===== config.mk =====
export PLATFORM = sky130hd
export DESIGN_NAME = key_scanner
export DESIGN_NICKNAME = d
export VERILOG_FILES = /design/src/rtl/piano_pkg.sv /design/src/rtl/btn_debounce.sv /design/src/rtl/key_scanner.sv
export SDC_FILE = /design/constraint.sdc
export NUM_CORES = 1
export LEC_CHECK = 0
export BUFFER_PORTS_ARGS = -buffer_cell sky130_fd_sc_hd__buf_2
export CAP_MARGIN = 20
export CORE_ASPECT_RATIO = 0.6
export CORE_MARGIN = 2
export CORE_UTILIZATION = 47
export CTS_CLUSTER_DIAMETER = 120
export DETAILED_ROUTE_END_ITERATION = 10
export GPL_TIMING_DRIVEN = 0
export MAX_ROUTING_LAYER = met4
export PLACE_DENSITY = 0.64
export SLEW_MARGIN = 20
export SYNTH_ARGS = -nofsm -noshare
export SYNTH_HDL_FRONTEND = slang
export SYNTH_SLANG_ARGS = --single-unit

===== constraint.sdc =====
create_clock -name iClk -period 3.7 [get_ports iClk]
set_clock_uncertainty 0.1 [all_clocks]
set_input_delay 0.37 -clock iClk [delete_from_list [all_inputs] [get_ports iClk]]
set_output_delay 0.37 -clock iClk [all_outputs]
set_load 0.01 [all_outputs]

===== src/rtl/piano_pkg.sv =====
// Shared types and constants for the piano key-matrix front end.
package piano_pkg;
    localparam int NUM_ROWS = 4;
    localparam int NUM_COLS = 8;
    localparam int NOTE_W   = 5;
    localparam int OCT_W    = 3;
    localparam logic [OCT_W-1:0] OCT_DEFAULT = 3'd4;

    typedef enum logic [1:0] {IDLE, HELD, GAP} key_state_e;

    // hit=0 encodes "no key pressed this frame"
    typedef struct packed {
        logic              hit;
        logic [NOTE_W-1:0] note;
    } key_code_t;

    localparam key_code_t CODE_NONE = '0;
endpackage


===== src/rtl/btn_debounce.sv =====
// Synchronises a raw button, debounces it at the frame rate and emits a
// one-cycle pulse on each accepted rising level.
module btn_debounce #(
    parameter int DEBOUNCE = 3
) (
    input  logic iClk,
    input  logic iRst_n,
    input  logic iBtn,
    input  logic iTick,
    output logic oRise
);
    localparam int CW = $clog2(DEBOUNCE + 1);

    logic          sync1_q, sync2_q;
    logic          prev_q, lvl_q, rise_q;
    logic [CW-1:0] cnt_q, cnt_d;
    logic          stable;

    always_comb begin
        cnt_d = CW'(1);
        if (sync2_q == prev_q)
            cnt_d = (cnt_q == CW'(DEBOUNCE)) ? cnt_q : cnt_q + 1'b1;
    end

    assign stable = (cnt_d == CW'(DEBOUNCE));

    always_ff @(posedge iClk or negedge iRst_n) begin
        if (!iRst_n) begin
            sync1_q <= 1'b0;
            sync2_q <= 1'b0;
            prev_q  <= 1'b0;
            lvl_q   <= 1'b0;
            cnt_q   <= '0;
            rise_q  <= 1'b0;
        end else begin
            sync1_q <= iBtn;
            sync2_q <= sync1_q;
            rise_q  <= 1'b0;
            if (iTick) begin
                prev_q <= sync2_q;
                cnt_q  <= cnt_d;
                if (stable) begin
                    lvl_q  <= sync2_q;
                    rise_q <= sync2_q & ~lvl_q;
                end
            end
        end
    end

    assign oRise = rise_q;
endmodule


===== src/rtl/key_scanner.sv =====
// Scans the 4x8 key matrix, debounces the first pressed key per frame and
// publishes {octave, note} with a held strobe for the display path.
module key_scanner
    import piano_pkg::*;
#(
    parameter int SCAN_DIV = 50000,
    parameter int DEBOUNCE = 3
) (
    input  logic                iClk,
    input  logic                iRst_n,
    output logic [NUM_COLS-1:0] oCol,
    input  logic [NUM_ROWS-1:0] iRow,
    input  logic                iOctUp,
    input  logic                iOctDn,
    output logic [7:0]          oData,
    output logic                oState
);
    localparam int DW = (SCAN_DIV > 1) ? $clog2(SCAN_DIV) : 1;
    localparam int CW = $clog2(DEBOUNCE + 1);

    logic [DW-1:0]       dwell_q;
    logic [2:0]          col_q;
    logic                tc, frame_end;
    logic [NUM_ROWS-1:0] row_s1_q, row_s2_q;
    key_code_t           samp_code, frame_code, acc_q, prev_code_q;
    logic [CW-1:0]       stab_q, stab_d;
    logic                stable;
    key_state_e          state_q, state_d;
    logic [7:0]          data_q, data_d;
    logic                held_q, held_d;
    logic [OCT_W-1:0]    oct_q, oct_d;
    logic                up_rise, dn_rise;

    assign tc        = (dwell_q == DW'(SCAN_DIV - 1));
    assign frame_end = tc && (col_q == 3'd7);
    assign oCol      = ~(8'b1 << col_q);

    // Descending loop so the lowest pressed row in this column wins
    always_comb begin
        samp_code = CODE_NONE;
        for (int r = NUM_ROWS - 1; r >= 0; r--) begin
            if (!row_s2_q[r]) begin
                samp_code.hit  = 1'b1;
                samp_code.note = {2'(r), col_q};
            end
        end
    end

    assign frame_code = acc_q.hit ? acc_q : samp_code;

    always_comb begin
        stab_d = CW'(1);
        if (frame_code == prev_code_q)
            stab_d = (stab_q == CW'(DEBOUNCE)) ? stab_q : stab_q + 1'b1;
    end

    assign stable = (stab_d == CW'(DEBOUNCE));

    always_comb begin
        state_d = state_q;
        data_d  = data_q;
        held_d  = held_q;
        if (frame_end && stable) begin
            unique case (state_q)
                IDLE: if (frame_code.hit) begin
                    state_d = HELD;
                    data_d  = {oct_q, frame_code.note};
                    held_d  = 1'b1;
                end
                HELD: if (!frame_code.hit) begin
                    state_d = IDLE;
                    held_d  = 1'b0;
                end else if (frame_code.note != data_q[NOTE_W-1:0]) begin
                    // Drop the strobe for one frame so the old key is latched downstream
                    state_d = GAP;
                    held_d  = 1'b0;
                end
                GAP: if (frame_code.hit) begin
                    state_d = HELD;
                    data_d  = {oct_q, frame_code.note};
                    held_d  = 1'b1;
                end else begin
                    state_d = IDLE;
                end
                default: state_d = IDLE;
            endcase
        end
    end

    always_comb begin
        oct_d = oct_q;
        if (up_rise && !dn_rise && oct_q != 3'd7)
            oct_d = oct_q + 3'd1;
        else if (dn_rise && !up_rise && oct_q != 3'd0)
            oct_d = oct_q - 3'd1;
    end

    btn_debounce #(.DEBOUNCE(DEBOUNCE)) u_up (
        .iClk(iClk), .iRst_n(iRst_n), .iBtn(iOctUp), .iTick(frame_end), .oRise(up_rise)
    );
    btn_debounce #(.DEBOUNCE(DEBOUNCE)) u_dn (
        .iClk(iClk), .iRst_n(iRst_n), .iBtn(iOctDn), .iTick(frame_end), .oRise(dn_rise)
    );

    always_ff @(posedge iClk or negedge iRst_n) begin
        if (!iRst_n) begin
            dwell_q     <= '0;
            col_q       <= 3'd0;
            row_s1_q    <= '1;
            row_s2_q    <= '1;
            acc_q       <= CODE_NONE;
            prev_code_q <= CODE_NONE;
            stab_q      <= '0;
            state_q     <= IDLE;
            data_q      <= {OCT_DEFAULT, 5'd0};
            held_q      <= 1'b0;
            oct_q       <= OCT_DEFAULT;
        end else begin
            row_s1_q <= iRow;
            row_s2_q <= row_s1_q;
            dwell_q  <= tc ? '0 : dwell_q + 1'b1;
            state_q  <= state_d;
            data_q   <= data_d;
            held_q   <= held_d;
            oct_q    <= oct_d;
            if (tc) begin
                col_q <= col_q + 3'd1;
                acc_q <= frame_end ? CODE_NONE : frame_code;
            end
            if (frame_end) begin
                prev_code_q <= frame_code;
                stab_q      <= stab_d;
            end
        end
    end

    assign oData  = data_q;
    assign oState = held_q;
endmodule


==> flow_metrics.py <==
metrics = {
    "global_route": {
        "grt_pass1_wl_um": 11260,
        "grt_start_max_net_pins": 41,
        "grt_overflow_total": 0,
        "track_usage_pct": 19.23,
        "grt_pass1_vias": 2259,
        "antenna_found_initial": 0,
    },
    "clock_tree": {
        "post_cts_buffers": 0,
        "postCtsResizedCells": 0,
        "clock_latency_ns": 0.33,
        "cts_buffer_depth": 2,
        "cts-buffers-inserted": 9,
        "clock_sinks": 69,
        "path_clk_slew_ns": 0.05,
        "cts_tree": "built",
        "cts-root-buf": "clkbuf_16",
        "cts-hold-fix-buffers": 1,
        "htreeDepth": 3,
    },
    "drt": {
        "drc": 0,
        "firstDrtPassIters": 4,
        "antenna_left": 0,
        "first_iter_violations": 180,
        "wl_per_cell_um": 14.61,
        "wl_um": 6604,
        "vias": 2434,
        "viasPerCell": 5.385,
    },
    "timing": {
        "rsz0062_at_grt": "false",
        "finalHoldViolations": 0,
        "min_period_over_period_pct": 79.92,
        "setup_violations": 0,
        "drv_slew": 0,
        "slew_headroom_pct": 49.14,
        "worst_pin_slew_ns": 0.7560,
        "fmax_mhz": 338.2,
        "fin_crit_ns": 2.957,
        "fin_setup_tns_ns": 0,
        "whs_ns": 0.03869,
    },
    "synthesis": {
        "ys_seq_elements": 69,
        "synthesis.nets": 339,
        "synthArstFlopShare_pct": 100.0,
        "yosys_most_used_dff": "dfrtp_1",
        "yosysUniqueCellTypes": 51,
        "netlist_instances": 323,
        "syn_area_um2": 3318,
        "synth_top_area_cell": "dfrtp_1",
        "avgSynthCellArea_um2": 10.27,
        "yosys.area.top_type_share_pct": 44.49,
        "synth_area_leaders": "dfrtp_1 (44%), dfstp_2 (7.9%), nand2_1 (5.7%), xor2_1 (3.7%), mux2_1 (3.1%)",
        "synth_enable_flop_cells": 0,
        "yosys_warnings": 0,
        "yosysSeqAreaShare_pct": 52.41,
    },
    "floorplan": {
        "fp.dieArea_um2": 7770,
        "die_x_um": 112.5,
        "rows": 23,
        "core_um2": 6763,
        "start_util_pct": 49.07,
        "io_pins": 25,
        "fp.dieH_um": 69.09,
    },
    "hold_path": {
        "hold_class": "input pin to register",
        "min_from": "iRow[2]",
    },
    "worst_setup_path": {
        "end_kind": "register",
        "crit_start": "dwell_q[0]",
        "crit_fanout": 9,
        "crit_type": "register to register",
        "worstPathArrival_ns": 3.06,
        "required_ns": 3.81,
        "r2r-start": "dwell_q[0]",
        "setup.worst_path.start_class": "register",
    },
    "job": {
        "cap_violations": 0,
    },
    "final_layout": {
        "area_growth_pct": 16.59,
        "layout.nets": 376,
        "final_cell_mix": "dfrtp_1 (59), nand2_1 (50), buf_2 (24)",
        "diodes": 0,
        "drive_above_1_share_pct": 15.89,
        "final_common_cell": "dfrtp_1",
    },
    "pwr": {
        "irDropWorstVdd_mv": 0.3636,
        "power.density_nw_per_um2": 423.4,
        "leakage_nw": 1.750,
        "comb_power_share_pct": 2.1,
        "p_int_w": 0.001316,
        "sw_frac_of_total_pct": 19.66,
        "p_clk_share_pct": 50.9,
        "power.switching_w": 0.0003220,
        "power_frac_seq_pct": 47.0,
    },
    "placed_design": {
        "gp_congestion": 0.8788,
        "port_buffers": 24,
        "dp_hpwl_um": 4685,
    },
    "run_status": {
        "status": "finished, final reports clean",
    },
}
cell usage after synthesis, types with 7 or more instances:
| library cell | count |
|---|---|
| clkbuf_1 | 8 |
| a21oi_1 | 10 |
| inv_1 | 13 |
| xnor2_1 | 9 |
| xor2_1 | 14 |
| dfstp_2 | 10 |
| nor2_1 | 23 |
| ha_1 | 7 |
| nand3_1 | 12 |
| mux2_1 | 9 |
| nor3_1 | 7 |
| o21ai_0 | 17 |
| nand2_1 | 50 |
| dfrtp_1 | 59 |
power groups by stage:
stage | combinational, W | clock [W] | sequential (W)
floorplan | 0.0000103 | 0 | 0.000781
global placement | 0.0000322 | 0 | 0.000782
detailed placement | 0.0000350 | 0 | 0.000782
CTS | 0.0000360 | 0.000861 | 0.000770
global route | 0.0000404 | 0.000892 | 0.000770
finish | 0.0000346 | 0.000833 | 0.000770
final timing paths:
kind | to | slack (ns) | cells past startpoint
max reg2reg | oData[3] | 0.74 | 9
max | oData[3] | 0.74 | 9
max in group asynchronous | row_s1_q[2] | 2.48 | 3
min | row_s1_q[2] | 0.04 | 1
min in group asynchronous | col_q[2] | 0.42 | 2
min reg2reg | u_dn.sync2_q | 0.25 | 0
sequential cells by signal (all words and copies together), names as in the netlist, 2 cells and up:
name         flops
row_s1_q         4
oData            8
oct_q            3
state_q          2
col_q            3
row_s2_q         4
stab_q           2
dwell_q         16
u_dn.cnt_q       2
u_up.cnt_q       2
acc_q            6
prev_code_q      6
kinds of logic after synthesis:
| kind of cell | count (synthesis) | synth area share [%] |
|---|---|---|
| AND/OR/NAND/NOR | 134 | 20.63 |
| flip-flops | 69 | 52.41 |
| AO/OA/AOI/OAI | 49 | 9.352 |
| buffers and inverters | 24 | 2.979 |
| XOR/XNOR | 23 | 6.071 |
| multiplexers | 16 | 5.317 |
| adder cells (fa/ha/maj) | 8 | 3.243 |
stage by stage:
stage                     total power [W]  std cells  setup WS, ns  cell area, µm²  util, %
after floorplan                 0.0007916        323         1.112            3318        -
after global placement          0.0008143        434        0.7655            3547    52.45
after detailed placement        0.0008175        435        0.7727            3570    52.78
after CTS                        0.001667        452        0.7317            3869    57.21
after global routing             0.001702        452        0.5313            3869    57.21
final                            0.001638        452        0.7431            3869    57.21
cell type report:
type	count	area [µm²]
inverters	13	48.80
plain buffers	11	50.05
clock buffers	14	254.0
repair buffers	26	152.6
well taps	87	108.9
multi-input cells	230	1480
clock inverters	2	35.03
fillers	595	2894
flip-flops and latches	69	1739
layer usage:
metal	part of all wire (%)	wire length [µm]	track usage, %
met1	53	3471	28.73
met2	41	2729	23.96
met5	0	0	-
met3	5.2	341	6.069
met4	0.92	61	7.317
worst max-delay path, stage by stage (launching register included):
cell and delay, ns:
dfrtp_1 0.43, ha_1 0.33, nand3_1 0.23, nor4_4 0.56, and2_1 0.20, buf_4 0.16
nand2_2 0.07, and4b_1 0.24, buf_4 0.17, mux2_1 0.34
(Power assumes the default switching activity.)
